==> src/rtl/onehot_decoder_pipe.sv <==
// onehot_decoder_pipe
//   Registered binary-to-one-hot decoder with valid/ready handshaking on both
//   sides. The output register holds one word. A new word may replace the
//   current one in the same cycle it is consumed, so the block sustains one
//   word per cycle.
//
//   Optional scan mode (compile with `define ONEHOT_DECODER_SCAN_EN):
//   a one-cycle scan_start pulse walks every output line from index 0 up to
//   2**IN_W-1. SCAN_DWELL idle cycles are inserted between beats. The scan
//   never wraps. Without the macro, scan_start is ignored and busy is 0.
//
// Parameters
//   IN_W        binary input width (1..6); output width is 2**IN_W
//   SCAN_DWELL  idle cycles between scan beats (0 = back-to-back)
//
// Ports
//   clk          clock, rising edge
//   rst          synchronous active-high reset
//   in_valid     input_bits valid
//   in_ready     block can accept input_bits this cycle
//   input_bits   binary index to decode
//   scan_start   one-cycle scan request (scan build only)
//   out_valid    output_bits holds a decoded word
//   out_ready    consumer accepts the word this cycle
//   output_bits  one-hot word, all-zero whenever out_valid is low
//   out_index    binary index of the presented word
//   busy         scan sequence in progress
module onehot_decoder_pipe #(
  parameter int IN_W       = 4,
  parameter int SCAN_DWELL = 2
) (
  input  logic                  clk,
  input  logic                  rst,
  input  logic                  in_valid,
  output logic                  in_ready,
  input  logic [IN_W-1:0]       input_bits,
  input  logic                  scan_start,
  output logic                  out_valid,
  input  logic                  out_ready,
  output logic [(1<<IN_W)-1:0]  output_bits,
  output logic [IN_W-1:0]       out_index,
  output logic                  busy
);

  localparam int OUT_W = 1 << IN_W;

  function automatic logic [OUT_W-1:0] to_onehot(input logic [IN_W-1:0] idx);
    logic [OUT_W-1:0] word;
    word      = '0;
    word[idx] = 1'b1;
    return word;
  endfunction

  logic accept;
  logic handshake;

  assign handshake = out_valid && out_ready;

`ifdef ONEHOT_DECODER_SCAN_EN

  localparam int CNT_W = (SCAN_DWELL > 1) ? $clog2(SCAN_DWELL) : 1;
  localparam logic [CNT_W-1:0] DWELL_LAST = CNT_W'((SCAN_DWELL > 0) ? SCAN_DWELL - 1 : 0);
  localparam logic [IN_W-1:0]  TOP_IDX    = '1;

  typedef enum logic [1:0] {IDLE, SCAN, GAP} state_t;

  state_t           state;
  logic [CNT_W-1:0] dwell_cnt;
  logic [IN_W-1:0]  next_idx;

  assign next_idx = out_index + IN_W'(1);

  // scan_start wins over in_valid, so it masks in_ready in the same cycle.
  assign in_ready = !rst && (state == IDLE) && (!out_valid || out_ready) && !scan_start;
  assign accept   = in_valid && in_ready;

  always_ff @(posedge clk) begin
    if (rst) begin
      state       <= IDLE;
      out_valid   <= 1'b0;
      output_bits <= '0;
      out_index   <= '0;
      busy        <= 1'b0;
      dwell_cnt   <= '0;
    end else begin
      case (state)
        IDLE: begin
          if (scan_start) begin
            // Any pending direct word is dropped in favour of the scan.
            state       <= SCAN;
            busy        <= 1'b1;
            out_valid   <= 1'b1;
            out_index   <= '0;
            output_bits <= to_onehot('0);
          end else if (accept) begin
            out_valid   <= 1'b1;
            out_index   <= input_bits;
            output_bits <= to_onehot(input_bits);
          end else if (handshake) begin
            out_valid   <= 1'b0;
            output_bits <= '0;
          end
        end
        SCAN: begin
          if (handshake) begin
            if (out_index == TOP_IDX) begin
              state       <= IDLE;
              busy        <= 1'b0;
              out_valid   <= 1'b0;
              output_bits <= '0;
            end else if (SCAN_DWELL == 0) begin
              out_index   <= next_idx;
              output_bits <= to_onehot(next_idx);
            end else begin
              // out_index keeps the last beat so GAP knows where to resume.
              state       <= GAP;
              out_valid   <= 1'b0;
              output_bits <= '0;
              dwell_cnt   <= '0;
            end
          end
        end
        GAP: begin
          if (dwell_cnt == DWELL_LAST) begin
            state       <= SCAN;
            out_valid   <= 1'b1;
            out_index   <= next_idx;
            output_bits <= to_onehot(next_idx);
          end else begin
            dwell_cnt <= dwell_cnt + CNT_W'(1);
          end
        end
        default: state <= IDLE;
      endcase
    end
  end

`else

  logic unused_cfg;

  assign unused_cfg = ^{scan_start, 32'(SCAN_DWELL)};
  assign busy       = 1'b0;
  assign in_ready   = !rst && (!out_valid || out_ready);
  assign accept     = in_valid && in_ready;

  always_ff @(posedge clk) begin
    if (rst) begin
      out_valid   <= 1'b0;
      output_bits <= '0;
      out_index   <= '0;
    end else if (accept) begin
      out_valid   <= 1'b1;
      out_index   <= input_bits;
      output_bits <= to_onehot(input_bits);
    end else if (handshake) begin
      out_valid   <= 1'b0;
      output_bits <= '0;
    end
  end

`endif

endmodule

==> config.mk <==
export PLATFORM = sky130hd
export DESIGN_NAME = onehot_decoder_pipe
export DESIGN_NICKNAME = d
export VERILOG_FILES = /design/src/rtl/onehot_decoder_pipe.sv
export SDC_FILE = /design/constraint.sdc
export NUM_CORES = 1
export LEC_CHECK = 0
export CORE_UTILIZATION = 41
export CTS_BUF_LIST = sky130_fd_sc_hd__clkbuf_2 sky130_fd_sc_hd__clkbuf_4 sky130_fd_sc_hd__clkbuf_8
export DETAILED_ROUTE_END_ITERATION = 12
export PLACE_DENSITY_LB_ADDON = 0.12
export SETUP_SLACK_MARGIN = 0.15
export SYNTH_ARGS = -nofsm -noshare
export SYNTH_HDL_FRONTEND = slang
export SYNTH_SLANG_ARGS = --single-unit
export TNS_END_PERCENT = 5
==> constraint.sdc <==
create_clock -name clk -period 1 [get_ports clk]
set_input_delay 0.1 -clock clk [delete_from_list [all_inputs] [get_ports clk]]
set_output_delay 0.1 -clock clk [all_outputs]
set_load 0.005 [all_outputs]
# Word-level counts from Yosys, hierarchy flattened
# Index checks and enable logic that the tools add are counted.
# word_totals
register_bits,21
input_bits,9
output_inout_bits,23
wordCells,19
# classes
reduce_logical,8
order_cmp,2
n_mux,6
# op_table
cell,n
$mux 16,2
$lt 4x5->1 const B,1
$demux 1 s4,1
$ge 4x1->1 const B,1
$logic_and 1x1->1,4
$mux 1,3
$logic_not 1->1,2
$reduce_bool 2->1,1
$logic_or 1x1->1,1

# Depth between registers and ports, before layout
# logic_depth
ltp_word,5
ltp_mapped,5
ltp_nobuf,3

# Worst setup path after synthesis
# No wires, ideal clock.
# synth_timing
path_type,reg2reg
startpoint,reg out_valid
endpoint,reg output_bits[14]
setup_time_ns,0.060
stages_incl_launch_ff,4
required_ns,0.940
arrival_ns,1.034
setup_slack_ns,-0.094
path_buffers,0
synth_period_minus_slack_ns,1.094
cell_sequence,dfxtp_1 mux2i_2 nor2b_1 a32o_1
# synth_between
elab_chain_len,5
elab_cells_between_ends,7
classes_between,1 x mux; 6 x reduce/logical
# synth_lines
item,line,rtl
start: declaration,38,"output logic out_valid,"
start signal: assignment,149,out_valid <= 1'b0;
start signal: assignment,153,out_valid <= 1'b1;
start signal: assignment,157,out_valid <= 1'b0;
$logic_not 1->1,144,assign in_ready = !rst && (!out_valid || out_ready);
$logic_or 1x1->1,144,
$logic_and 1x1->1,144,
$logic_and 1x1->1,145,assign accept = in_valid && in_ready;
$mux 16 / $reduce_bool 2->1 (equally long branches),-,
end signal: assignment,155,output_bits <= to_onehot(input_bits);
end: declaration,40,"output logic [(1<<IN_W)-1:0] output_bits,"
# Parallel ways exist; a longest one is shown, timed or not.
# A chain may end at the register's enable or synchronous reset.

# Worst setup path in the final report
# Same ends and word-level chain as after synthesis.

==> metrics.txt <==
# TYPE chip_impl_metric gauge
chip_impl_metric{name="mappedNetlistArea",unit="um2"} 878
chip_impl_metric{name="route.detailed.vias_per_inst",unit=""} 5.16
chip_impl_metric{name="drt_pass1_iterations",unit=""} 3
chip_impl_metric{name="seq_total_area_yosys",unit=""} 0.479
chip_impl_metric{name="std_cell_rows",unit=""} 16
chip_impl_info{name="startpoint_type",value="flop"} 1
chip_impl_metric{name="areaGrowthSynthToFinish",unit="%"} 48.9
chip_impl_metric{name="synth.yosys.warnings",unit=""} 0
chip_impl_info{name="tritoncts_clock_tree",value="built"} 1
chip_impl_metric{name="tritoncts_num_sinks",unit=""} 21
chip_impl_metric{name="die-width",unit="um"} 48.3
chip_impl_metric{name="final.setup.worst_slack",unit="ns"} -0.130
chip_impl_metric{name="cts-buffers-inserted",unit=""} 3
chip_impl_info{name="worst_setup_path_end_kind",value="flop"} 1
chip_impl_metric{name="final.fill_count",unit=""} 169
chip_impl_info{name="run_status",value="finished with violations"} 1
chip_impl_metric{name="worst_ir_drop_vdd",unit="uV"} 732
chip_impl_metric{name="grt_remaining_overflow",unit=""} 0
chip_impl_metric{name="grt.total_usage",unit=""} 0.199
chip_impl_metric{name="pre_cts_slack",unit="ns"} -0.473
chip_impl_metric{name="pwr-share-seq",unit=""} 0.567
chip_impl_metric{name="detail_route.iter0.violations",unit=""} 12
chip_impl_metric{name="synth.avg_cell_area",unit="um2"} 8.96
chip_impl_info{name="critical_path.reg2reg.startpoint",value="out_valid$_SDFFE_PP0P_"} 1
chip_impl_metric{name="final_hold_viol_count",unit=""} 0
chip_impl_metric{name="dieArea",unit="mm2"} 0.00233
chip_impl_metric{name="min_period_over_period",unit=""} 1.13
chip_impl_metric{name="detail_route.drc_violations",unit=""} 0
chip_impl_metric{name="core",unit="mm2"} 0.00198
chip_impl_metric{name="net_switching_power_of_the_design",unit="mW"} 0.389
chip_impl_metric{name="synth_enable_flop_cells",unit=""} 0
chip_impl_metric{name="grt_max_degree",unit=""} 15
chip_impl_info{name="worst_hold_path_type",value="in2reg"} 1
chip_impl_metric{name="top_area_cell_type_share_of_the_netlist_area",unit=""} 0.479
chip_impl_metric{name="max_freq",unit="MHz"} 885
chip_impl_metric{name="clock-skew-final",unit="ns"} 0.00549
chip_impl_info{name="synthFlopType",value="sky130_fd_sc_hd__dfxtp_1"} 1
chip_impl_metric{name="start_util",unit=""} 0.443
chip_impl_metric{name="number_of_cells_produced_by_synthesis",unit=""} 98
chip_impl_info{name="synth_top_cell_by_area",value="sky130_fd_sc_hd__dfxtp_1"} 1
chip_impl_metric{name="sw_frac_of_total",unit=""} 0.254
chip_impl_info{name="synthTopCellsByCount",value="21 x sky130_fd_sc_hd__dfxtp_1, 17 x sky130_fd_sc_hd__a21oi_1, 12 x sky130_fd_sc_hd__nand2_1, 12 x sky130_fd_sc_hd__nand4_1, 5 x sky130_fd_sc_hd__buf_4"} 1
chip_impl_info{name="failed_checks",value="negative setup slack"} 1
chip_impl_metric{name="nets",unit=""} 148
chip_impl_metric{name="insertedDiodeCount",unit=""} 0
chip_impl_metric{name="synth_async_sr_flop_share",unit=""} 0
chip_impl_metric{name="clkPwrFrac",unit=""} 0.263
chip_impl_metric{name="synth_seq_cells",unit=""} 21
chip_impl_info{name="r2r_end",value="output_bits[14]$_SDFFE_PP0P_"} 1
chip_impl_metric{name="cts_hold_buffers",unit=""} 0
chip_impl_metric{name="total_power",unit="mW"} 1.53
chip_impl_metric{name="final_period_minus_worst_setup_slack",unit="ns"} 1.13
chip_impl_metric{name="clkLatencyLatePin",unit="ns"} 0.30
chip_impl_info{name="hp-start",value="in_valid"} 1
chip_impl_metric{name="routed_wirelength",unit="um"} 2050
chip_impl_info{name="holdPathEnd",value="out_index[2]$_SDFFE_PP0P_"} 1
chip_impl_metric{name="detail-route-antenna-nets",unit=""} 0
chip_impl_metric{name="grt_antenna_before_repair",unit=""} 0
chip_impl_metric{name="htree_levels",unit=""} 1
chip_impl_metric{name="num_vias",unit=""} 851
chip_impl_metric{name="flop2flop_setup_slack",unit="ns"} -0.13
chip_impl_metric{name="ff2ff_path_depth",unit=""} 4
chip_impl_metric{name="placement.io_buffers",unit=""} 29
chip_impl_metric{name="setup_violations",unit=""} 21
chip_impl_metric{name="wire_per_inst",unit="um"} 12.4
chip_impl_metric{name="timing.hold.worst_path_depth",unit=""} 4
chip_impl_metric{name="finalWeightedCongestion",unit=""} 0.759
chip_impl_metric{name="place.detailed.hpwl",unit="um"} 1560
chip_impl_metric{name="synthDistinctLibCells",unit=""} 20
chip_impl_metric{name="global_route_wire_length_before_repair",unit="um"} 3080
chip_impl_metric{name="worst_hold_slack",unit="ns"} 0.313
chip_impl_metric{name="critPathArrivalTime",unit="ns"} 1.37
chip_impl_metric{name="max_cap_violations",unit=""} 0
chip_impl_metric{name="top_level_ports",unit=""} 32
chip_impl_metric{name="synth_fp_nets",unit=""} 107
chip_impl_metric{name="clk_path_buf_depth",unit=""} 2
chip_impl_info{name="synth_area_leaders",value="sky130_fd_sc_hd__dfxtp_1 48%, sky130_fd_sc_hd__a21oi_1 9.7%, sky130_fd_sc_hd__nand4_1 8.5%"} 1
chip_impl_metric{name="maxSlewViolCount",unit=""} 0
chip_impl_metric{name="final_std_cells_w_o_fill",unit=""} 165
chip_impl_metric{name="power.share.combinational",unit=""} 0.170
chip_impl_metric{name="p_per_area",unit="mW/mm2"} 1170
chip_impl_info{name="setup_repair_after_global_routing_missed_its_margin",value="true"} 1
chip_impl_info{name="ctsRootBufferMaster",value="sky130_fd_sc_hd__clkbuf_4"} 1
chip_impl_info{name="critical_path_type",value="reg2reg"} 1
chip_impl_metric{name="p_int",unit="mW"} 1.14
chip_impl_metric{name="fp.dieH",unit="um"} 48.3
chip_impl_metric{name="cp_data_required_time",unit="ns"} 1.24
chip_impl_info{name="synth.most_common_cell",value="sky130_fd_sc_hd__dfxtp_1"} 1
chip_impl_metric{name="place_inst",unit=""} 159
chip_impl_metric{name="critPathMaxFanout",unit=""} 4
chip_impl_metric{name="drive_above_1_share",unit=""} 0.500
chip_impl_metric{name="leakagePower",unit="nW"} 0.547
chip_impl_metric{name="path_clk_slew",unit="ns"} 0.12
chip_impl_metric{name="number_of_global_route_vias_before_repair",unit=""} 699
==> cells by family (layout without fill, tap and decap cells) <==
group	Yosys count	after routing	synth area share
simple gates	42	42	0.271
mux	1	1	0.0157
buf+inv	8	48	0.0655
flops	21	21	0.479
compound gates	25	25	0.165
other cells	1	1	0.00427
==> cell usage in the layout, fill, tap and decap left out, types with 3 or more instances in the layout <==
master	instances
sky130_fd_sc_hd__dfxtp_2	21
sky130_fd_sc_hd__o21ai_0	4
sky130_fd_sc_hd__buf_6	11
sky130_fd_sc_hd__a21oi_2	4
sky130_fd_sc_hd__a21oi_1	13
sky130_fd_sc_hd__clkbuf_4	3
sky130_fd_sc_hd__buf_2	11
sky130_fd_sc_hd__nor2_1	3
sky130_fd_sc_hd__clkdlybuf4s50_1	6
sky130_fd_sc_hd__and2b_1	4
sky130_fd_sc_hd__nand2_1	12
sky130_fd_sc_hd__buf_4	11
sky130_fd_sc_hd__nand4_1	12
sky130_fd_sc_hd__nand3_1	4
sky130_fd_sc_hd__a32o_1	4
==> critical path, stage by stage, from the launching register on <==
cell                      delay (ns)
sky130_fd_sc_hd__dfxtp_2        0.35
sky130_fd_sc_hd__buf_6          0.11
sky130_fd_sc_hd__mux2i_4        0.25
sky130_fd_sc_hd__nor2b_4        0.21
sky130_fd_sc_hd__a32o_1         0.15
==> how the worst max path moves through the flow <==
stage / start / to / cells after the start
after global placement: out_ready / in_ready / 4
after CTS: out_valid$_SDFFE_PP0P_ / output_bits[14]$_SDFFE_PP0P_ / 4
after global routing: out_valid$_SDFFE_PP0P_ / output_bits[14]$_SDFFE_PP0P_ / 4
final: out_valid$_SDFFE_PP0P_ / output_bits[14]$_SDFFE_PP0P_ / 4
after floorplan: out_valid$_SDFFE_PP0P_ / output_bits[4]$_SDFFE_PP0P_ / 4
after detailed placement: out_ready / in_ready / 4
==> power by group through the flow <==
stage	Clock, mW	Sequential (mW)	Combinational [mW]
after floorplan	0	0.885	0.119
after global placement	0	0.881	0.246
after global routing	0.457	0.870	0.281
after detailed placement	0	0.882	0.252
final	0.402	0.867	0.260
after CTS	0.426	0.866	0.254
==> state kept, by name, summed over array words and instances, names as in the netlist <==
signal	count
out_index	4
out_valid	1
output_bits	16
==> per-stage QoR <==
stage               cell area, um2   util  setup TNS (ns)
floorplan                      887      -         -0.0956
global placement              1260  0.636           -6.98
detailed placement            1260  0.636           -7.72
CTS                           1260  0.635           -2.30
global route                  1310  0.660           -3.23
finish                        1310  0.660           -1.82
==> cell type report <==
type,count,area (um2),share of cell area
clock buffer,3,22.5,0.0172
timing repair buffer,43,364,0.278
tap,27,33.8,0.0258
inverter,1,3.75,0.00287
clock inverter,1,5.00,0.00383
sequential,21,447,0.342
multi-input combinational,69,432,0.330
==> routing by layer <==
metal	GRT usage	wire (um)
met3	0.0444	76
met5	0	0
met1	0.233	869
met4	0.100	31
met2	0.339	1070
==> what timing repair did <==
action,4_1_cts,5_1_grt
setup endpoints to repair,43,43
pin swaps,2,2
buffers inserted,2,0
resized for setup,106,14
No activity file was read; power rests on OpenSTA's default activity.
